File: src/rtl/custom_unit_pkg.sv
`default_nettype none
// ============================================================================
//  Module   : custom_unit_pkg
//  Purpose  : Shared mode encodings and sizing helpers for the pipelined
//             Versat custom reduction unit.
//  Revision : 1.0 - initial pipelined release
// ============================================================================
package custom_unit_pkg;

    localparam logic [1:0] MODE_SUM = 2'd0;
    localparam logic [1:0] MODE_XOR = 2'd1;
    localparam logic [1:0] MODE_ACC = 2'd2;
    localparam logic [1:0] MODE_SUB = 2'd3;

    // Ceiling log2; clog2(1) = 0
    function automatic int clog2(input int n);
        int r;
        r = 0;
        while ((1 << r) < n) r++;
        return r;
    endfunction

    // Input-to-out0 latency in running cycles: one register per tree level
    // plus the output stage
    function automatic int calc_lat(input int n_in);
        return clog2(n_in) + 1;
    endfunction

    // Number of values left after lvl halvings; odd leftovers pass through,
    // so the count is ceil(n/2) per level
    function automatic int level_count(input int n_in, input int lvl);
        int c;
        c = n_in;
        for (int i = 0; i < lvl; i++) c = (c + 1) / 2;
        return c;
    endfunction

endpackage
`default_nettype wire

File: src/rtl/reduce_stage.sv
`default_nettype none
// ============================================================================
//  Module   : reduce_stage
//  Purpose  : One registered level of the reduction tree. Adjacent pairs are
//             combined with add or xor; an odd leftover is passed through.
//  Revision : 1.0 - initial pipelined release
// ============================================================================
module reduce_stage #(
    parameter int N_VALS = 4,
    parameter int DATA_W = 32
) (
    input  logic                                clk,
    input  logic                                rst,
    input  logic                                i_en,
    input  logic                                i_clr,
    input  logic                                i_xor,
    input  logic                                i_valid,
    input  logic [N_VALS*DATA_W-1:0]            i_data,
    output logic                                o_valid,
    output logic [((N_VALS+1)/2)*DATA_W-1:0]    o_data
);
    localparam int N_OUT = (N_VALS + 1) / 2;

    logic [N_OUT*DATA_W-1:0] w_comb;
    logic [N_OUT*DATA_W-1:0] r_data;
    logic                    r_valid;

    for (genvar j = 0; j < N_OUT; j++) begin : g_pair
        if (2 * j + 1 < N_VALS) begin : g_op
            logic [DATA_W-1:0] w_a;
            logic [DATA_W-1:0] w_b;
            assign w_a = i_data[(2*j)*DATA_W +: DATA_W];
            assign w_b = i_data[(2*j+1)*DATA_W +: DATA_W];
            assign w_comb[j*DATA_W +: DATA_W] = i_xor ? (w_a ^ w_b) : (w_a + w_b);
        end else begin : g_pass
            assign w_comb[j*DATA_W +: DATA_W] = i_data[(2*j)*DATA_W +: DATA_W];
        end
    end

    // Level register: a clear only kills the valid bit, data is don't-care then
    always_ff @(posedge clk or negedge rst) begin
        if (!rst) begin
            r_data  <= '0;
            r_valid <= 1'b0;
        end else if (i_clr) begin
            r_valid <= 1'b0;
        end else if (i_en) begin
            r_data  <= w_comb;
            r_valid <= i_valid;
        end
    end

    assign o_data  = r_data;
    assign o_valid = r_valid;

endmodule
`default_nettype wire

File: src/rtl/custom_instruction_pipe.sv
`default_nettype none
// ============================================================================
//  Module   : custom_instruction_pipe
//  Purpose  : Pipelined N-input SUM/XOR/SUB/ACC reduction unit with a
//             Versat-style start-delay counter and valid tracking.
//  Revision : 1.0 - initial pipelined release
// ============================================================================
module custom_instruction_pipe
    import custom_unit_pkg::*;
#(
    parameter int DATA_W  = 32,
    parameter int N_IN    = 4,
    parameter int DELAY_W = 32
) (
    input  logic                   clk,
    input  logic                   rst,
    input  logic                   running,
    input  logic                   run,
    input  logic [1:0]             mode,
    input  logic [DELAY_W-1:0]     delay0,
    input  logic [N_IN*DATA_W-1:0] in_flat,
    output logic [DATA_W-1:0]      out0,
    output logic                   valid0
);
    // out0 trails the sampled operands by LAT running cycles (versat_latency)
    localparam int LAT = calc_lat(N_IN);
    localparam int L   = LAT - 1;

    logic [1:0]             r_mode;
    logic [DELAY_W-1:0]     r_cnt;
    logic                   r_armed;
    logic [N_IN*DATA_W-1:0] w_cond;
    logic                   w_sample;
    logic                   w_is_xor;
    logic [DATA_W-1:0]      w_tree;
    logic                   w_tree_v;
    logic [DATA_W-1:0]      w_acc_sum;
    logic [DATA_W-1:0]      r_acc;
    logic [DATA_W-1:0]      r_out;
    logic                   r_valid;

    // Run latches the configuration; afterwards the counter burns the delay
    always_ff @(posedge clk or negedge rst) begin
        if (!rst) begin
            r_mode  <= MODE_SUM;
            r_cnt   <= '0;
            r_armed <= 1'b0;
        end else if (run) begin
            r_mode  <= mode;
            r_cnt   <= delay0;
            r_armed <= 1'b1;
        end else if (running && r_armed && (r_cnt != '0)) begin
            r_cnt <= r_cnt - DELAY_W'(1);
        end
    end

    // Operands enter the tree every running cycle once the delay has expired
    assign w_sample = running && r_armed && (r_cnt == '0) && !run;
    assign w_is_xor = (r_mode == MODE_XOR);

    // SUB negates every operand but the first so the adder tree yields in0 - rest
    always_comb begin
        w_cond = in_flat;
        if (r_mode == MODE_SUB) begin
            for (int i = 1; i < N_IN; i++) begin
                w_cond[i*DATA_W +: DATA_W] = -in_flat[i*DATA_W +: DATA_W];
            end
        end
    end

    for (genvar k = 0; k < L; k++) begin : g_level
        localparam int C_NI = level_count(N_IN, k);
        localparam int C_NO = level_count(N_IN, k + 1);
        logic [C_NI*DATA_W-1:0] w_in;
        logic                   w_vin;
        logic [C_NO*DATA_W-1:0] w_out;
        logic                   w_vout;

        if (k == 0) begin : g_first
            assign w_in  = w_cond;
            assign w_vin = w_sample;
        end else begin : g_next
            assign w_in  = g_level[k-1].w_out;
            assign w_vin = g_level[k-1].w_vout;
        end

        reduce_stage #(
            .N_VALS (C_NI),
            .DATA_W (DATA_W)
        ) u_stage (
            .clk     (clk),
            .rst     (rst),
            .i_en    (running),
            .i_clr   (run),
            .i_xor   (w_is_xor),
            .i_valid (w_vin),
            .i_data  (w_in),
            .o_valid (w_vout),
            .o_data  (w_out)
        );
    end

    assign w_tree    = g_level[L-1].w_out;
    assign w_tree_v  = g_level[L-1].w_vout;
    assign w_acc_sum = r_acc + w_tree;

    // Output stage: publish the tree result, or fold it into the accumulator
    always_ff @(posedge clk or negedge rst) begin
        if (!rst) begin
            r_acc   <= '0;
            r_out   <= '0;
            r_valid <= 1'b0;
        end else if (run) begin
            r_acc   <= '0;
            r_valid <= 1'b0;
        end else if (running) begin
            if (w_tree_v) begin
                if (r_mode == MODE_ACC) begin
                    r_acc <= w_acc_sum;
                    r_out <= w_acc_sum;
                end else begin
                    r_out <= w_tree;
                end
                r_valid <= 1'b1;
            end else begin
                r_valid <= 1'b0;
            end
        end
    end

    assign out0   = r_out;
    assign valid0 = r_valid;

endmodule
`default_nettype wire

File: config.mk
export PLATFORM = sky130hd
export DESIGN_NAME = custom_instruction_pipe
export DESIGN_NICKNAME = d
export VERILOG_FILES = /design/src/rtl/custom_unit_pkg.sv /design/src/rtl/reduce_stage.sv /design/src/rtl/custom_instruction_pipe.sv
export SDC_FILE = /design/constraint.sdc
export NUM_CORES = 1
export LEC_CHECK = 0
export BUFFER_PORTS_ARGS = -buffer_cell sky130_fd_sc_hd__buf_2
export CAP_MARGIN = 25
export CORE_AREA = 3 3 167 233
export DETAILED_ROUTE_END_ITERATION = 16
export DIE_AREA = 0 0 170 236
export PLACE_DENSITY_LB_ADDON = 0.15
export SLEW_MARGIN = 10
export SYNTH_ARGS = -nofsm -noshare
export SYNTH_HDL_FRONTEND = slang
export SYNTH_SLANG_ARGS = --single-unit
File: constraint.sdc
create_clock -name clk -period 4.9 [get_ports clk]
set_clock_uncertainty 0.2 [all_clocks]
set_input_delay 0.245 -clock clk [delete_from_list [all_inputs] [get_ports clk]]
set_output_delay 0.245 -clock clk [all_outputs]
set_load 0.005 [all_outputs]
==> summary.txt <==
Pwr
  – Seq pwr share: 30.0%
  – Logic pwr share: 51.2%
  – Net switching power: 3.20 mW
  – Lkg Pwr: 9.03 nW
  – VDD IR max: 0.000272 V
  – Clock Power Share: 18.8%
  – Pint: 4.34 mW
  – Pwr dens: 395 mW/mm²
  – Sw frac: 42.4%

Global routing
  – Tot GR Track Use: 22.5%
  – First-pass GRT wire length: 74700 µm
  – Vias in the first global route: 15300
  – Initial antenna violation count: 1
  – Largest net degree at the start of global routing: 93
  – Total grt overflow: 0

Run status
  – Outcome: finished clean

Clock tree
  – Clk Latency, worst-skew pair: 0.46 ns
  – Root buffer cell: clkbuf_16
  – Post-CTS Resized: 0
  – Htree depth: 4
  – Clock transition at the registers of the reported paths: 0.08 ns
  – CTS tree: done
  – Clk sink count: 198
  – Clock tree buffer depth: 2
  – CTS Buf Count: 17

Critical path
  – Critical-path cell list: dlygate4sd3_1, buf_2, inv_1, ha_1, nand3b_1, nor2_1, nand2_1, o41ai_1, xnor2_1, ha_1, a21o_1, o21bai_1, nor2_1, a2bb2oi_1, a31oi_1, a2111oi_0, xnor2_1, o21ai_0
  – Worst EP arrival: 4.51 ns
  – Crit path launch type: input port
  – Kind of critical path: input port to flop
  – CP required: 5.03 ns
  – Max incr delay on CP: 0.57 ns
  – Crit Path Max Fanout: 6
  – Crit. End Element: flop
  – Worst path slowest cell: a2111oi_0

Logic synthesis
  – Post-Synth Adder-Cell Area: 10.7%
  – Synth Cell Area: 0.0166 mm²
  – Sequential share of the synthesized area: 29.9%
  – Yosys cell types: 71
  – Synth Area in Compound Gates: 24.9%
  – Simple logic cell fraction of the synthesized area: 18.6%
  – Synth Register Bits: 198
  – Syn Area/Cell: 8.12 µm²
  – Post-Syn Nets: 2344
  – Post-synth EDFFs: 0
  – Largest family of logic cells by synthesized area: compound AO/OA/AOI/OAI gates
  – Synth Warn #: 0
  – Mux contribution to synthesized area: 0.559%
  – XOR/XNOR share of the synthesized area: 12.3%
  – Ys async rst share: 100%
  – Top FF cell, synth: dfrtp_1
  – Cell count after synthesis: 2039

Routing
  – Final ANT Viol Nets: 0
  – Drt pass-1 iters: 5
  – Routed WL: 45500 µm
  – Residual DRC count: 0
  – Drt via density: 5.60
  – Avg WL per Cell: 16.7 µm
  – Routed vias: 15200
  – Iter 0 DRT Violations: 710

STA
  – Final period util: 89.5%
  – Crit path time final: 4.39 ns
  – Max Fclk: 228 MHz
  – Worst-Margin Slew: 0.905 ns
  – Setup TNS: 0 ns
  – Max-slew headroom: 39.7%
  – RSZ-0062 raised after global routing: false
  – Final setup fails: 0
  – Hold Fails Final Rpt: 0
  – Final count of pins violating max slew: 0

Floorplan
  – Placement Rows: 83
  – Die height: 236 µm
  – Die ar.: 0.0401 mm²
  – CORE AREA: 0.0370 mm²
  – Die W: 170 µm
  – Initial Util: 44.8%
  – I/O Pins: 199

Cells and area
  – Most frequent cells in the layout: nand2_1 (282), o21ai_0 (207), dfrtp_1 (198), buf_2 (197), nor2_1 (164)
  – Final Net Count: 2543
  – Most common cell after layout, fill and taps aside: nand2_1
  – Layout cells sized above 1: 12.8%
  – N_diodes: 0
  – Area Growth Syn to Fin: 15.2%
  – Final cell count without fillers: 2718

Run
  – Max-cap viol count: 0

Placed design
  – Port-buffer cells: 198
  – Final GP Congestion: 0.875
  – Detailed Place HPWL: 35600 µm
  – Placed cell count: 2647

Hold path
  – Hold Crit Class: input port to flop
==> power groups by stage <==
stage               sequential [mW]  combinational [mW]  clock, mW
global route                   2.32                4.35       1.53
floorplan                      2.18                2.94          0
finish                         2.26                3.86       1.42
CTS                            2.26                3.86       1.46
global placement               2.28                3.77          0
detailed placement             2.30                3.81          0
==> state kept, by name, summed over array words and instances, names as in the netlist <==
register                 flops
g_level.u_stage.o_data      96
g_level.u_stage.o_valid      2
out0                        32
r_acc                       32
r_armed                      1
r_cnt                       32
r_mode                       2
valid0                       1
==> logic make-up after synthesis <==
group,Yosys count
muxes,9
xor gates and xnor gates,233
adders and majority gates,139
buffers and inverters,133
and+or+nand+nor,669
AOI/OAI and AO/OA,658
DFF,198
==> critical path, delay by kind of cell <==
family	cells	cell delay, ns
AOI/OAI and AO/OA	7	1.91
xor gates and xnor gates	2	0.31
adders and majority gates	2	0.62
buffers and inverters	3	0.76
and+or+nand+nor	4	0.66
==> area by class of cell <==
cell class,instances,area (µm²)
Fill cell,3615,17900
Multi-Input combinational cell,1708,11100
Sequential cell,198,4950
Timing Repair Buffer,268,1640
Tap cell,467,584
Clock buffer,18,429
Inverter,45,169
Clock inverter,14,161
==> Yosys cell counts, types with 4 or more instances <==
master,count,area [µm²]
a22o_1,16,140
a31oi_1,26,163
or4_1,10,75.1
dfrtp_1,198,4950
a21oi_1,155,776
fa_1,4,80.1
nor3b_1,6,45.0
nor2_1,166,623
or2_2,9,56.3
nand2_1,282,1060
a211oi_1,10,75.1
a21boi_0,4,30.0
and2_1,10,62.6
nand3b_1,5,37.5
o21a_1,16,120
nor2b_1,18,113
a22oi_1,18,135
a211o_1,5,43.8
inv_1,45,169
a221o_1,8,80.1
a41oi_1,6,52.6
mux2i_1,7,70.1
nor4_1,22,138
xor2_1,93,815
o31a_1,7,61.3
nand4_1,16,100
nand2b_1,12,75.1
nor3_1,30,150
and3_1,12,75.1
or3_1,19,119
o211ai_1,13,97.6
o21bai_1,18,135
o22ai_1,11,68.8
o21ai_0,207,1040
nand3_1,35,175
xnor2_1,140,1230
clkbuf_1,80,300
a21o_1,74,556
o31ai_1,24,180
ha_1,135,1690
o41ai_1,14,123
buf_1,7,26.3
==> stage by stage <==
stage	power [mW]	setup WS [ns]	hold WS [ns]	instance area (µm²)	utilization, %
after global placement	6.06	0.331	0.151	18100	48.9
after CTS	7.59	0.615	0.0113	19100	51.6
after global routing	8.20	0.319	0.0602	19100	51.6
after detailed placement	6.11	0.288	0.145	18100	48.9
after floorplan	5.12	0.637	-0.251	16600	-
final	7.54	0.514	0.0315	19100	51.6
==> worst paths after layout <==
| kind | endpoint | slack (ns) | startpoint | cells after the start |
|---|---|---|---|---|
| max in group asynchronous | out0[31]$_DFFE_PN0P_ | 3.09 | rst | 3 |
| max reg2reg | g_level[0].u_stage.o_data[29]$_DFFE_PN0P_ | 0.70 | r_mode[0]$_DFFE_PN0P_ | 12 |
| min reg2reg | g_level[0].u_stage.o_data[47]$_DFFE_PN0P_ | 0.28 | g_level[0].u_stage.o_data[47]$_DFFE_PN0P_ | 2 |
| min in group asynchronous | r_cnt[28]$_DFFE_PN0P_ | 0.18 | rst | 2 |
| max | g_level[0].u_stage.o_data[63]$_DFFE_PN0P_ | 0.51 | in_flat[96] | 18 |
| min | g_level[1].u_stage.o_valid$_DFFE_PN0P_ | 0.03 | running | 3 |
==> metal layers <==
metal / track usage (%) / routed length [µm] / vias to the layer above
met5: 0 / 7 / -
met4: 6.84 / 1120 / 2
met1: 27.5 / 19600 / 7098
met3: 2.95 / 1690 / 66
met2: 41.0 / 23100 / 326
li1: - / - / 7740
==> timing repair <==
item,4_1_cts,5_1_grt
buffers inserted,0,0
hold buffers,39,0
endpoints found under the hold margin,126,0
No activity file was read; power rests on OpenSTA's default activity.
